<file path="config.mk">
export PLATFORM = sky130hd
export DESIGN_NAME = sincronizacion_vga_flat
export DESIGN_NICKNAME = d
export VERILOG_FILES = /design/src/rtl/sincronizacion_vga_if.sv /design/src/rtl/sincronizacion_vga.sv /design/src/flat_wrapper.sv
export SDC_FILE = /design/constraint.sdc
export NUM_CORES = 1
export LEC_CHECK = 0
export ABC_CLOCK_PERIOD_IN_PS = 3600
export CAP_MARGIN = 15
export CORE_ASPECT_RATIO = 0.75
export CORE_MARGIN = 2
export CORE_UTILIZATION = 35
export CTS_CLUSTER_DIAMETER = 50
export CTS_CLUSTER_SIZE = 16
export DETAILED_ROUTE_END_ITERATION = 10
export PLACE_DENSITY = 0.69
export SETUP_SLACK_MARGIN = 0.3
export SLEW_MARGIN = 20
export SYNTH_ARGS = -nofsm -noshare
export SYNTH_HDL_FRONTEND = slang
export SYNTH_SLANG_ARGS = --single-unit
</file>
<file path="constraint.sdc">
create_clock -name reloj -period 3.6 [get_ports reloj]
set_input_delay 0.9 -clock reloj [delete_from_list [all_inputs] [get_ports reloj]]
set_output_delay 0.9 -clock reloj [all_outputs]
set_load 0.02 [all_outputs]
</file>
<file path="src/rtl/sincronizacion_vga_if.sv">
// rtl/sincronizacion_vga_if.sv - coordinate and sync bundle from the VGA timing generator
interface sincronizacion_vga_if;
   logic [9:0] Qh;
   logic [9:0] Qv;
   logic       hsync;
   logic       vsync;
   logic       video_on;
   logic       pixel_tick;
   logic       fin_cuadro;

   modport master (
      output Qh, Qv, hsync, vsync, video_on, pixel_tick, fin_cuadro
   );

   modport slave (
      input Qh, Qv, hsync, vsync, video_on, pixel_tick, fin_cuadro
   );
endinterface

</file>
<file path="src/rtl/sincronizacion_vga.sv">
// rtl/sincronizacion_vga.sv - 640x480@60 VGA pixel divider, counters and sync generation
module sincronizacion_vga #(
   parameter int DIV       = 4,
   parameter int H_DISPLAY = 640,
   parameter int H_FRONT   = 16,
   parameter int H_SYNC    = 96,
   parameter int H_BACK    = 48,
   parameter int V_DISPLAY = 480,
   parameter int V_FRONT   = 10,
   parameter int V_SYNC    = 2,
   parameter int V_BACK    = 33
) (
   input  logic                 reloj,
   input  logic                 resetM,
   sincronizacion_vga_if.master vga
);
   localparam int H_TOTAL = H_DISPLAY + H_FRONT + H_SYNC + H_BACK;
   localparam int V_TOTAL = V_DISPLAY + V_FRONT + V_SYNC + V_BACK;
   localparam int DIV_W   = (DIV > 2) ? $clog2(DIV) : 1;

   localparam logic [DIV_W-1:0] DIV_LAST = DIV_W'(DIV - 1);
   localparam logic [9:0] H_LAST   = 10'(H_TOTAL - 1);
   localparam logic [9:0] V_LAST   = 10'(V_TOTAL - 1);
   localparam logic [9:0] H_VIS    = 10'(H_DISPLAY);
   localparam logic [9:0] V_VIS    = 10'(V_DISPLAY);
   localparam logic [9:0] HS_START = 10'(H_DISPLAY + H_FRONT);
   localparam logic [9:0] HS_END   = 10'(H_DISPLAY + H_FRONT + H_SYNC);
   localparam logic [9:0] VS_START = 10'(V_DISPLAY + V_FRONT);
   localparam logic [9:0] VS_END   = 10'(V_DISPLAY + V_FRONT + V_SYNC);

   logic [DIV_W-1:0] div_cnt;
   logic [9:0]       qh;
   logic [9:0]       qv;
   logic [9:0]       qh_next;
   logic [9:0]       qv_next;
   logic             tick;
   logic             line_end;
   logic             hsync_r;
   logic             vsync_r;
   logic             video_on_r;

   // Tick is decoded from the registered count so it is a clean one-cycle strobe
   assign tick     = (div_cnt == DIV_LAST);
   assign line_end = tick && (qh == H_LAST);

   // Next coordinates; shared by the counters and the sync/blank registers
   always_comb begin
      qh_next = qh;
      qv_next = qv;
      if (tick) begin
         if (qh == H_LAST) qh_next = '0;
         else              qh_next = qh + 10'd1;
      end
      if (line_end) begin
         if (qv == V_LAST) qv_next = '0;
         else              qv_next = qv + 10'd1;
      end
   end

   // Pixel-rate divider, wraps on the tick cycle
   always_ff @(posedge reloj) begin
      if (resetM)    div_cnt <= '0;
      else if (tick) div_cnt <= '0;
      else           div_cnt <= div_cnt + DIV_W'(1);
   end

   // Counters plus syncs/blank loaded from next-state values so they line up with Qh/Qv
   always_ff @(posedge reloj) begin
      if (resetM) begin
         qh         <= '0;
         qv         <= '0;
         hsync_r    <= 1'b1;
         vsync_r    <= 1'b1;
         video_on_r <= 1'b1;
      end else begin
         qh         <= qh_next;
         qv         <= qv_next;
         hsync_r    <= !((qh_next >= HS_START) && (qh_next < HS_END));
         vsync_r    <= !((qv_next >= VS_START) && (qv_next < VS_END));
         video_on_r <= (qh_next < H_VIS) && (qv_next < V_VIS);
      end
   end

   assign vga.Qh         = qh;
   assign vga.Qv         = qv;
   assign vga.hsync      = hsync_r;
   assign vga.vsync      = vsync_r;
   assign vga.video_on   = video_on_r;
   assign vga.pixel_tick = tick;
   assign vga.fin_cuadro = line_end && (qv == V_LAST);
endmodule

</file>
<file path="src/flat_wrapper.sv">
// flat-port wrapper written by rule: the top's interface ports become plain ports
module sincronizacion_vga_flat 
#(
   parameter int DIV       = 4,
   parameter int H_DISPLAY = 640,
   parameter int H_FRONT   = 16,
   parameter int H_SYNC    = 96,
   parameter int H_BACK    = 48,
   parameter int V_DISPLAY = 480,
   parameter int V_FRONT   = 10,
   parameter int V_SYNC    = 2,
   parameter int V_BACK    = 33
)
  (reloj, resetM, vga_Qh, vga_Qv, vga_hsync, vga_vsync, vga_video_on, vga_pixel_tick, vga_fin_cuadro);
  sincronizacion_vga_if vga_i ();
  input  logic reloj;
  input  logic resetM;
  output wire logic [$bits(vga_i.Qh)-1:0] vga_Qh;
  output wire logic [$bits(vga_i.Qv)-1:0] vga_Qv;
  output wire logic [$bits(vga_i.hsync)-1:0] vga_hsync;
  output wire logic [$bits(vga_i.vsync)-1:0] vga_vsync;
  output wire logic [$bits(vga_i.video_on)-1:0] vga_video_on;
  output wire logic [$bits(vga_i.pixel_tick)-1:0] vga_pixel_tick;
  output wire logic [$bits(vga_i.fin_cuadro)-1:0] vga_fin_cuadro;
  assign vga_Qh = vga_i.Qh;
  assign vga_Qv = vga_i.Qv;
  assign vga_hsync = vga_i.hsync;
  assign vga_vsync = vga_i.vsync;
  assign vga_video_on = vga_i.video_on;
  assign vga_pixel_tick = vga_i.pixel_tick;
  assign vga_fin_cuadro = vga_i.fin_cuadro;
  sincronizacion_vga #(.DIV(DIV), .H_DISPLAY(H_DISPLAY), .H_FRONT(H_FRONT), .H_SYNC(H_SYNC), .H_BACK(H_BACK), .V_DISPLAY(V_DISPLAY), .V_FRONT(V_FRONT), .V_SYNC(V_SYNC), .V_BACK(V_BACK)) u_core (.reloj(reloj), .resetM(resetM), .vga(vga_i));
endmodule
</file>
==> qor.csv, run 1 <==
metric;value;unit
status;completed;
min_period_over_period;0.785;
synthesis.nets;164;
synth_seq_cells;25;
core;0.00364;mm^2
synth_top_flop_cell;dfxtp_1;
required;2700;ps
antenna_found_initial;0;
cts_inserted_buffers;3;
port_buffers;26;
yosysUniqueCellTypes;39;
netlist_area;0.00132;mm^2
crit_chain;inv_1, ha_1, nand4_1, or4_1, nor2_1, dlymetal6s2s_1;
cts_tree;built;
clockRootBuffer;clkbuf_8;
yosysMostFrequentCell;dfxtp_1;
cts_hold_buf;0;
rsz0062_at_grt;false;
die_y;57.2;um
async_reset_ff_frac;0;
setup_tns;0;ps
critPathCaptureType;output port;
drv_slew;0;
finalHoldViolCount;0;
grt_max_degree;18;
fin_skew;9.54;ps
nNetsFinal;187;
io_pins;27;
synthTopCellsByCount;dfxtp_1, nor2_1, nand2_1;
yosysWarningCount;0;
setup_viol_count_final;0;
hold_end;u_core.div_cnt[0]$_SDFF_PP0_;
startpoint_type;register;
critPathKind;reg -> out;
cts_sinks;25;
grt_pass1_wl;4.77;mm
dieArea;0.00428;mm^2
fmax;0.354;GHz
gp_congestion;0.912;
power.density;286;mW/mm^2
area_growth;25.8;%
first_global_vias;993;
holdPathStages;1;
worst_pin_slew;588;ps
routed_via_density;4.99;
grt.overflow.total;0;
path_clk_slew;90;ps
ir_drop;0.145;mV
num-fill-cells;343;
dpl.cell_count;228;
holdWs;439;ps
antenna-diode-count;0;
post-dp-hpwl;2.08;mm
regToRegSetupSlack;920;ps
grtUsageMet1;0.219;
finalNonFillerCells;232;
crit_fanout;5;
top_usage_layer;met1;
die_w;74.9;um
postSynthAreaPerCell;8.35;um^2
cellLeakagePower;0.000579;uW
ant_nets;0;
cts_buffer_depth;2;
grtUsageMet2;0.197;
wirelength;2.86;mm
arrival;1930;ps
first_pass_iters;4;
max_stage_delay;530;ps
crit_slowest_cell;or4_1;
r2r-start;u_core.vga.Qh[0]$_SDFF_PP0_;
min_path_type;reg -> reg;
first_iter_violations;61;
synth_top_cell_by_area;dfxtp_1;
ys_seq_area_frac;0.380;
drive_gt1_frac;0.0611;
slew_headroom;0.608;
grt_usage;0.143;
reg2reg_to;u_core.vga.video_on$_SDFF_PP1_;
hold_start;u_core.div_cnt[0]$_SDFF_PP0_;
met3_usage;0.0477;
yosysTopAreaCellShare;0.380;
syn_inst;158;
vias;1158;
cap_violations;0;
period_minus_slack;2830;ps
synth_area_leaders;dfxtp_1, xor2_1, nor2_1;
reg2regPathDepth;7;
clkLatencyLatePin;270;ps
start_util;0.363;
rows;19;
drc_errors;0;
htree_levels;1;
wl_per_cell;12.3;um
synth_enable_flop_cells;0;
[where the power goes]
| group | total (uW) | switching (uW) | internal, uW | leakage, uW |
|---|---|---|---|---|
| Sequential | 283 | 2.53 | 280 | 0.000202 |
| Combinational | 20.7 | 11.2 | 9.52 | 0.000355 |
| Clock | 171 | 92.4 | 78.5 | 0.0000217 |
[layout by cell type, fill, tap and decap left out]
| master | n |
|---|---|
| clkdlybuf4s50_1 | 25 |
| dfxtp_1 | 25 |
| nor2_1 | 17 |
| nand2_1 | 13 |
| nor3_1 | 9 |
| xor2_1 | 8 |
| nand4_1 | 7 |
| nand3_1 | 7 |
| xnor2_1 | 7 |
| or3_1 | 5 |
| a21oi_1 | 5 |
| o21ai_0 | 5 |
| and3_1 | 4 |
| inv_1 | 4 |
| ha_1 | 4 |
| o211ai_1 | 3 |
| clkbuf_8 | 3 |
| and2_1 | 2 |
| or2_2 | 2 |
| nor4_1 | 2 |
| nor3b_1 | 2 |
| nand2b_1 | 2 |
| buf_4 | 2 |
| nor4b_4 | 1 |
| or4_1 | 1 |
| and4_1 | 1 |
| nand4_2 | 1 |
| a31oi_1 | 1 |
| a211oi_1 | 1 |
| a21o_1 | 1 |
| a41o_1 | 1 |
| mux2i_1 | 1 |
| o21a_1 | 1 |
| o22ai_1 | 1 |
| nand4b_1 | 1 |
| a21boi_0 | 1 |
| or3b_2 | 1 |
| nand3b_1 | 1 |
| clkinvlp_4 | 1 |
| dlymetal6s2s_1 | 1 |
[worst max-delay path by stage]
stage	endpoint	cells after the start	from	slack, ps
floorplan	vga_fin_cuadro	5	u_core.vga.Qv[0]$_SDFF_PP0_	1120
global placement	vga_fin_cuadro	6	u_core.vga.Qv[0]$_SDFF_PP0_	720
detailed placement	vga_fin_cuadro	6	u_core.vga.Qv[0]$_SDFF_PP0_	690
CTS	vga_fin_cuadro	6	u_core.vga.Qv[0]$_SDFF_PP0_	380
global route	vga_fin_cuadro	5	u_core.vga.Qh[0]$_SDFF_PP0_	630
finish	vga_fin_cuadro	6	u_core.vga.Qv[0]$_SDFF_PP0_	770
[critical path, delay by kind of cell, from the launching register on]
family        cells  cell delay (ps)
fa+ha+maj         1              140
buf+inv           2              350
simple gates      3              810
flops             1              360
[metal layers]
metal | up-vias | wire length [um] | share of wire
met4 | 0 | 21 | 0.0074
met5 | - | 0 | 0
li1 | 599 | - | -
met1 | 522 | 1560 | 0.55
met3 | 4 | 177 | 0.062
met2 | 33 | 1100 | 0.39
[flip-flops by register name, indices dropped and copies added (netlist names)]
signal	flops
u_core.vga.Qv	10
u_core.vga.hsync	1
u_core.vga.Qh	10
u_core.vga.vsync	1
u_core.div_cnt	2
u_core.vga.video_on	1
[stage by stage]
step	setup slack [ps]	power, uW	util	area, um^2
5_1_grt	628	491	0.456	1660
6_report	774	474	0.456	1660
2_1_floorplan	1120	302	-	1320
3_3_place_gp	719	310	0.442	1610
4_1_cts	380	477	0.455	1660
3_5_place_dp	694	310	0.442	1610
[cell families after synthesis]
group | share of synthesized area
AND/OR/NAND/NOR | 0.330
AO/OA/AOI/OAI | 0.0949
XOR/XNOR | 0.0996
multiplexers | 0.00759
adder cells (fa/ha/maj) | 0.0380
flip-flops | 0.380
buffers and inverters | 0.0503
[area by class of cell]
type                       instances  area, um^2  area share
clock buffer                       3        41.3      0.0249
clock inverter                     1        7.51     0.00452
inverter                           4        15.0     0.00905
multi-input combinational        119         752       0.453
sequential                        25         500       0.302
tap                               52        65.1      0.0392
timing repair buffer              28         278       0.167
[timing repair]
action                     CTS  global route
resized for setup            0             1
buffers inserted             0             0
setup endpoints to repair    0             1
(Power assumes the default switching activity.)
==> inputs of run 2 (changes only) <==
Settings changed: ABC_CLOCK_PERIOD_IN_PS 3600 to 2800.
Clock period 3.6 ns to 2.8 ns, I/O delays scaled along.
==> run 2 against run 1 <==
  * Die area is the same
  * Core utilization rose by 2.9 points
  * Via count increased by 5.1%
  * Clock power grew 27%
==> qor.csv, run 2 (same netlist as run 1, synthesis figures left out) <==
metric;value;unit;change
period_minus_slack;2430;ps;
vias;1217;;+5.1%
detailedPlace.worstSlack;135;ps;-560 ps
htree_levels;1;;unchanged
fmax;0.412;GHz;
finalHoldViolCount;0;;unchanged
drc_errors;0;;unchanged
grt_pass1_wl;4.84;mm;+1.4%
status;completed;;
arrival;1730;ps;-200 ps
crit_fanout;5;;unchanged
ir_drop;0.185;mV;+28%
cts_buffer_depth;2;;unchanged
power.density;345;mW/mm^2;+21%
cap_violations;0;;unchanged
routed_via_density;4.99;;about the same
first_global_vias;984;;-0.91%
clkLatencyLatePin;270;ps;about the same
reg2reg_to;u_core.vga.video_on$_SDFF_PP1_;;
io_pins;27;;unchanged
min_period_over_period;0.867;;
ant_nets;0;;unchanged
setup_viol_count_final;0;;unchanged
slew_headroom;0.774;;+0.166
grt.overflow.total;0;;unchanged
drive_gt1_frac;0.146;;+0.0847
port_buffers;26;;unchanged
cts_tree;built;;
dpl.cell_count;240;;+5.3%
critPathCaptureType;output port;;
setup_tns;0;ps;unchanged
grt_max_degree;17;;-1
antenna_found_initial;0;;unchanged
core;0.00364;mm^2;unchanged
critPathKind;reg -> out;;
r2r-start;u_core.vga.Qh[0]$_SDFF_PP0_;;
startpoint_type;register;;
required;2100;ps;-600 ps
finalNonFillerCells;244;;+5.2%
rsz0062_at_grt;true;;
rows;19;;unchanged
hold_start;u_core.div_cnt[0]$_SDFF_PP0_;;
hold_end;u_core.div_cnt[0]$_SDFF_PP0_;;
area_growth;33.7;%;
clockRootBuffer;clkbuf_8;;
cts_inserted_buffers;3;;unchanged
first_iter_violations;140;;+130%
drv_slew;0;;unchanged
dieArea;0.00428;mm^2;unchanged
path_clk_slew;90;ps;about the same
grt_usage;0.148;;+0.00488
min_path_type;reg -> reg;;
nNetsFinal;199;;+6.4%
fin_skew;7.36;ps;-2.18 ps
final_cell_mix;clkdlybuf4s50_1, dfxtp_1, nor2_1;;
cellLeakagePower;0.000627;uW;+8.3%
wirelength;3.02;mm;+5.6%
die_y;57.2;um;unchanged
wl_per_cell;12.4;um;+0.41%
worst_pin_slew;337;ps;-250 ps
setup_slack;372;ps;-401 ps
power.total;608;uW;+28%
reg2regPathDepth;8;;+1
die_w;74.9;um;unchanged
cts_sinks;25;;unchanged
post-dp-hpwl;2.23;mm;+7.3%
antenna-diode-count;0;;unchanged
final_util;0.485;;+0.0286
first_pass_iters;4;;unchanged
holdPathStages;1;;unchanged
start_util;0.363;;unchanged
gp_congestion;0.874;;-4.1%
regToRegSetupSlack;390;ps;-530 ps
run 2: changes by cell type in the layout (fill, tap and decap cells not counted):
cell | previous run | this run
or4_4 | 0 | 1
or4_1 | 1 | 0
and4_1 | 1 | 0
dlymetal6s2s_1 | 1 | 0
nor2_4 | 0 | 1
nor4_2 | 0 | 1
buf_4 | 2 | 15
and4_2 | 0 | 1
nor2_1 | 17 | 16
nor4_1 | 2 | 1
run 2: layer usage:
| metal | GRT usage | share of wire | up-vias |
|---|---|---|---|
| met5 | 0 | 0 | - |
| met4 | 0.0383 | 0.0070 | 0 |
| met3 | 0.0371 | 0.069 | 2 |
| met2 | 0.183 | 0.40 | 41 |
| met1 | 0.246 | 0.53 | 544 |
| li1 | - | - | 630 |
run 2: critical path: stages, from the launching register on:
cell and delay [ps]:
dfxtp_1 350, or3_1 380, or4_4 460, nor2_4 120, buf_4 150
run 2: final cells by class:
cell class	instances	area, um^2
clock buffer	3	41.3
tap	52	65.1
sequential	25	500
multi-input combinational	119	771
fill	353	1870
clock inverter	1	7.51
inverter	4	15.0
timing repair buffer	40	363
run 2: where the power goes:
part           internal (uW)  switching (uW)  total [uW]
sequential               360            3.02         363
combinational           12.3            14.6        26.8
clock                    101             117         218
total                    473             135         608
run 2: repair_timing:
item / CTS / global route
hold buffers: 0 / 0
pin swaps: 0 / 0
endpoints found under the setup margin: 2 / 2
gates resized for setup: 6 / 4
buffers inserted: 0 / 0
hold endpoints to repair: 0 / 0
run 2: worst max path at each step:
stage	start	endpoint	cells past startpoint
after floorplan	u_core.vga.Qh[0]$_SDFF_PP0_	u_core.vga.video_on$_SDFF_PP1_	9
after global placement	u_core.vga.Qv[8]$_SDFF_PP0_	vga_fin_cuadro	4
after detailed placement	u_core.vga.Qv[8]$_SDFF_PP0_	vga_fin_cuadro	4
after CTS	u_core.vga.Qv[8]$_SDFF_PP0_	vga_fin_cuadro	4
after global routing	u_core.vga.Qh[0]$_SDFF_PP0_	u_core.vga.video_on$_SDFF_PP1_	8
final	u_core.vga.Qv[8]$_SDFF_PP0_	vga_fin_cuadro	4
run 2: metrics by stage:
step	hold WS [ps]	cell area, um^2
finish	430	1760
global route	477	1760
CTS	433	1750
detailed placement	420	1700
global placement	416	1700
floorplan	404	1320
==> inputs of run 3 (changes only) <==
Settings changed: CAP_MARGIN 15 to unset, CORE_MARGIN 2 to 1.5, CORE_UTILIZATION 35 to 50, PLACE_DENSITY 0.69 to 0.89.
==> run 3 against run 2 <==
  * Combinational power grew 3%
  * Critical path type unchanged
  * Die area shrank 31%
  * Final cell count shrank 8.2%
  * Clock power shrank 24%
  * Core utilization grew 22 points
  * Clock skew grew 4.7 ps
  * Wire length grew 11%
  * Critical endpoint unchanged
  * Sequential power is essentially flat
==> qor.csv, run 3 (same netlist as run 1, synthesis figures left out) <==
metric;value;unit;change
min_path_type;reg -> reg;;
post-dp-hpwl;2.47;mm;+10%
port_buffers;26;;unchanged
crit_chain;or3_1, or4_4, nor2_4, buf_6;;
cts_inserted_buffers;3;;unchanged
crit_fanout;4;;-1
power.share.sequential;0.652;;+0.055
cts_buffer_depth;2;;unchanged
core;0.00240;mm^2;-34%
num-fill-cells;201;;-43%
setup_tns;0;ps;unchanged
gp_congestion;0.807;;-7.7%
rows;15;;-4
htree_levels;1;;unchanged
p_clk_frac;0.298;;-0.061
routed_via_density;5.73;;+15%
critPathKind;reg -> out;;
antenna-diode-count;0;;unchanged
startpoint_type;register;;
final_common_cell;clkdlybuf4s50_1;;
seqCellArea;505;um^2;+1.0%
final_cell_mix;clkdlybuf4s50_1, dfxtp_1, nor2_1;;
first_pass_iters;4;;unchanged
fmax;0.393;GHz;-4.5%
max_stage_delay;510;ps;+50 ps
grt_usage;0.245;;+0.0973
grt_max_degree;14;;-3
ant_nets;0;;unchanged
nNetsFinal;197;;-1.0%
detailedPlace.worstSlack;48.8;ps;-85.8 ps
path_buf_inv;1;;unchanged
first_iter_violations;104;;-26%
cp_top_family;simple AND/OR/NAND/NOR gates;;
grt_pass1_wl;5.52;mm;+14%
path_clk_slew;140;ps;+50 ps
rsz0062_at_grt;true;;
wirelength;3.34;mm;+11%
cellLeakagePower;0.000614;uW;-2.1%
min_period_over_period;0.908;;+0.0406
cp-endpoint;vga_fin_cuadro;;
drc_errors;0;;unchanged
arrival;1840;ps;+110 ps
antenna_found_initial;0;;unchanged
critPathLaunch;u_core.vga.Qv[8]$_SDFF_PP0_;;
combinationalPowerShare;0.049;;+0.005
crit_slowest_cell;or4_4;;
drive_gt1_frac;0.142;;-0.00373
critPathCaptureType;output port;;
io_pins;27;;unchanged
switching_share;0.231;;+0.00907
finalNonFillerCells;224;;-8.2%
area_growth;29.2;%;
dpl.cell_count;217;;-9.6%
setup_viol_count_final;0;;unchanged
start_util;0.549;;+0.186
die_w;62.3;um;-17%
reg2reg_to;u_core.vga.video_on$_SDFF_PP1_;;
reg2regPathDepth;8;;unchanged
cts_sinks;25;;unchanged
first_global_vias;1180;;+20%
p_int;429;uW;-9.4%
p_sw;129;uW;-4.5%
status;completed;;
period_minus_slack;2540;ps;+114 ps
r2r-start;u_core.vga.Qh[1]$_SDFF_PP0_;;
setup_slack;259;ps;-114 ps
cts_tree;built;;
worst_pin_slew;363;ps;+25.2 ps
required;2100;ps;about the same
dieArea;0.00296;mm^2;-31%
clkLatencyLatePin;330;ps;+60 ps
vias;1283;;+5.4%
slew_headroom;0.758;;-0.0164
grt.overflow.total;0;;unchanged
regToRegSetupSlack;440;ps;+50 ps
wl_per_cell;14.9;um;+21%
drv_slew;0;;unchanged
ir_drop;0.324;mV;+75%
cap_violations;0;;unchanged
die_y;47.5;um;-17%
power.density;327;mW/mm^2;-5.1%
multi_input_area;763;um^2;-0.97%
worst-path-stages;4;;unchanged
finalHoldViolCount;0;;unchanged
clockRootBuffer;clkbuf_4;;
fin_skew;12.1;ps;+4.71 ps
==> run 3: changes by cell type in the layout (fill, tap and decap cells not counted), sizes merged <==
cell / before / now
clkinvlp: 1 / 0
clkbuf: 3 / 4
buf: 15 / 13
==> run 3: cell type report <==
type                    count  area share
multi-input cells         119       0.448
well taps                  34      0.0250
flip-flops and latches     25       0.297
inverters                   4     0.00881
repair buffers             38       0.206
clock buffers               4      0.0154
==> run 3: metal layers <==
layer	global-route usage	vias to the layer above	share of wire
li1	-	621	-
met1	0.321	603	0.45
met5	0	-	0
met4	0.0800	0	0.013
met2	0.424	53	0.46
met3	0.0541	6	0.072
==> run 3: repair_timing <==
action,CTS,global route
endpoints found under the hold margin,0,0
setup buffers,1,2
gates resized for setup,12,1
setup endpoints to repair,1,1
pin swaps,1,2
gates cloned,0,0
hold buffers,0,0
==> run 3: power by group through the flow <==
stage / sequential (uW) / combinational [uW] / clock (uW)
2_1_floorplan: 372 / 15.9 / 0
3_3_place_gp: 371 / 26.2 / 0
3_5_place_dp: 372 / 27.5 / 0
4_1_cts: 364 / 27.7 / 168
5_1_grt: 365 / 31.6 / 184
6_report: 364 / 27.5 / 166
==> run 3: how the worst min path moves through the flow <==
| stage | slack (ps) | cells past startpoint | to | start |
|---|---|---|---|---|
| after floorplan | 400 | 1 | u_core.div_cnt[0]$_SDFF_PP0_ | u_core.div_cnt[0]$_SDFF_PP0_ |
| after global placement | 410 | 1 | u_core.div_cnt[0]$_SDFF_PP0_ | u_core.div_cnt[0]$_SDFF_PP0_ |
| after detailed placement | 430 | 1 | u_core.div_cnt[0]$_SDFF_PP0_ | u_core.div_cnt[0]$_SDFF_PP0_ |
| final | 440 | 1 | u_core.div_cnt[0]$_SDFF_PP0_ | u_core.div_cnt[0]$_SDFF_PP0_ |
| after CTS | 450 | 1 | u_core.div_cnt[0]$_SDFF_PP0_ | u_core.div_cnt[0]$_SDFF_PP0_ |
| after global routing | 470 | 1 | u_core.div_cnt[0]$_SDFF_PP0_ | u_core.div_cnt[0]$_SDFF_PP0_ |
==> run 3: through the flow <==
step                hold slack [ps]  cell area (um^2)  total power (uW)  utilization
floorplan                       404              1320               388            -
global placement                414              1640               398        0.682
detailed placement              434              1640               399        0.682
CTS                             452              1690               560        0.702
global route                    468              1700               580        0.709
finish                          443              1700               558        0.709
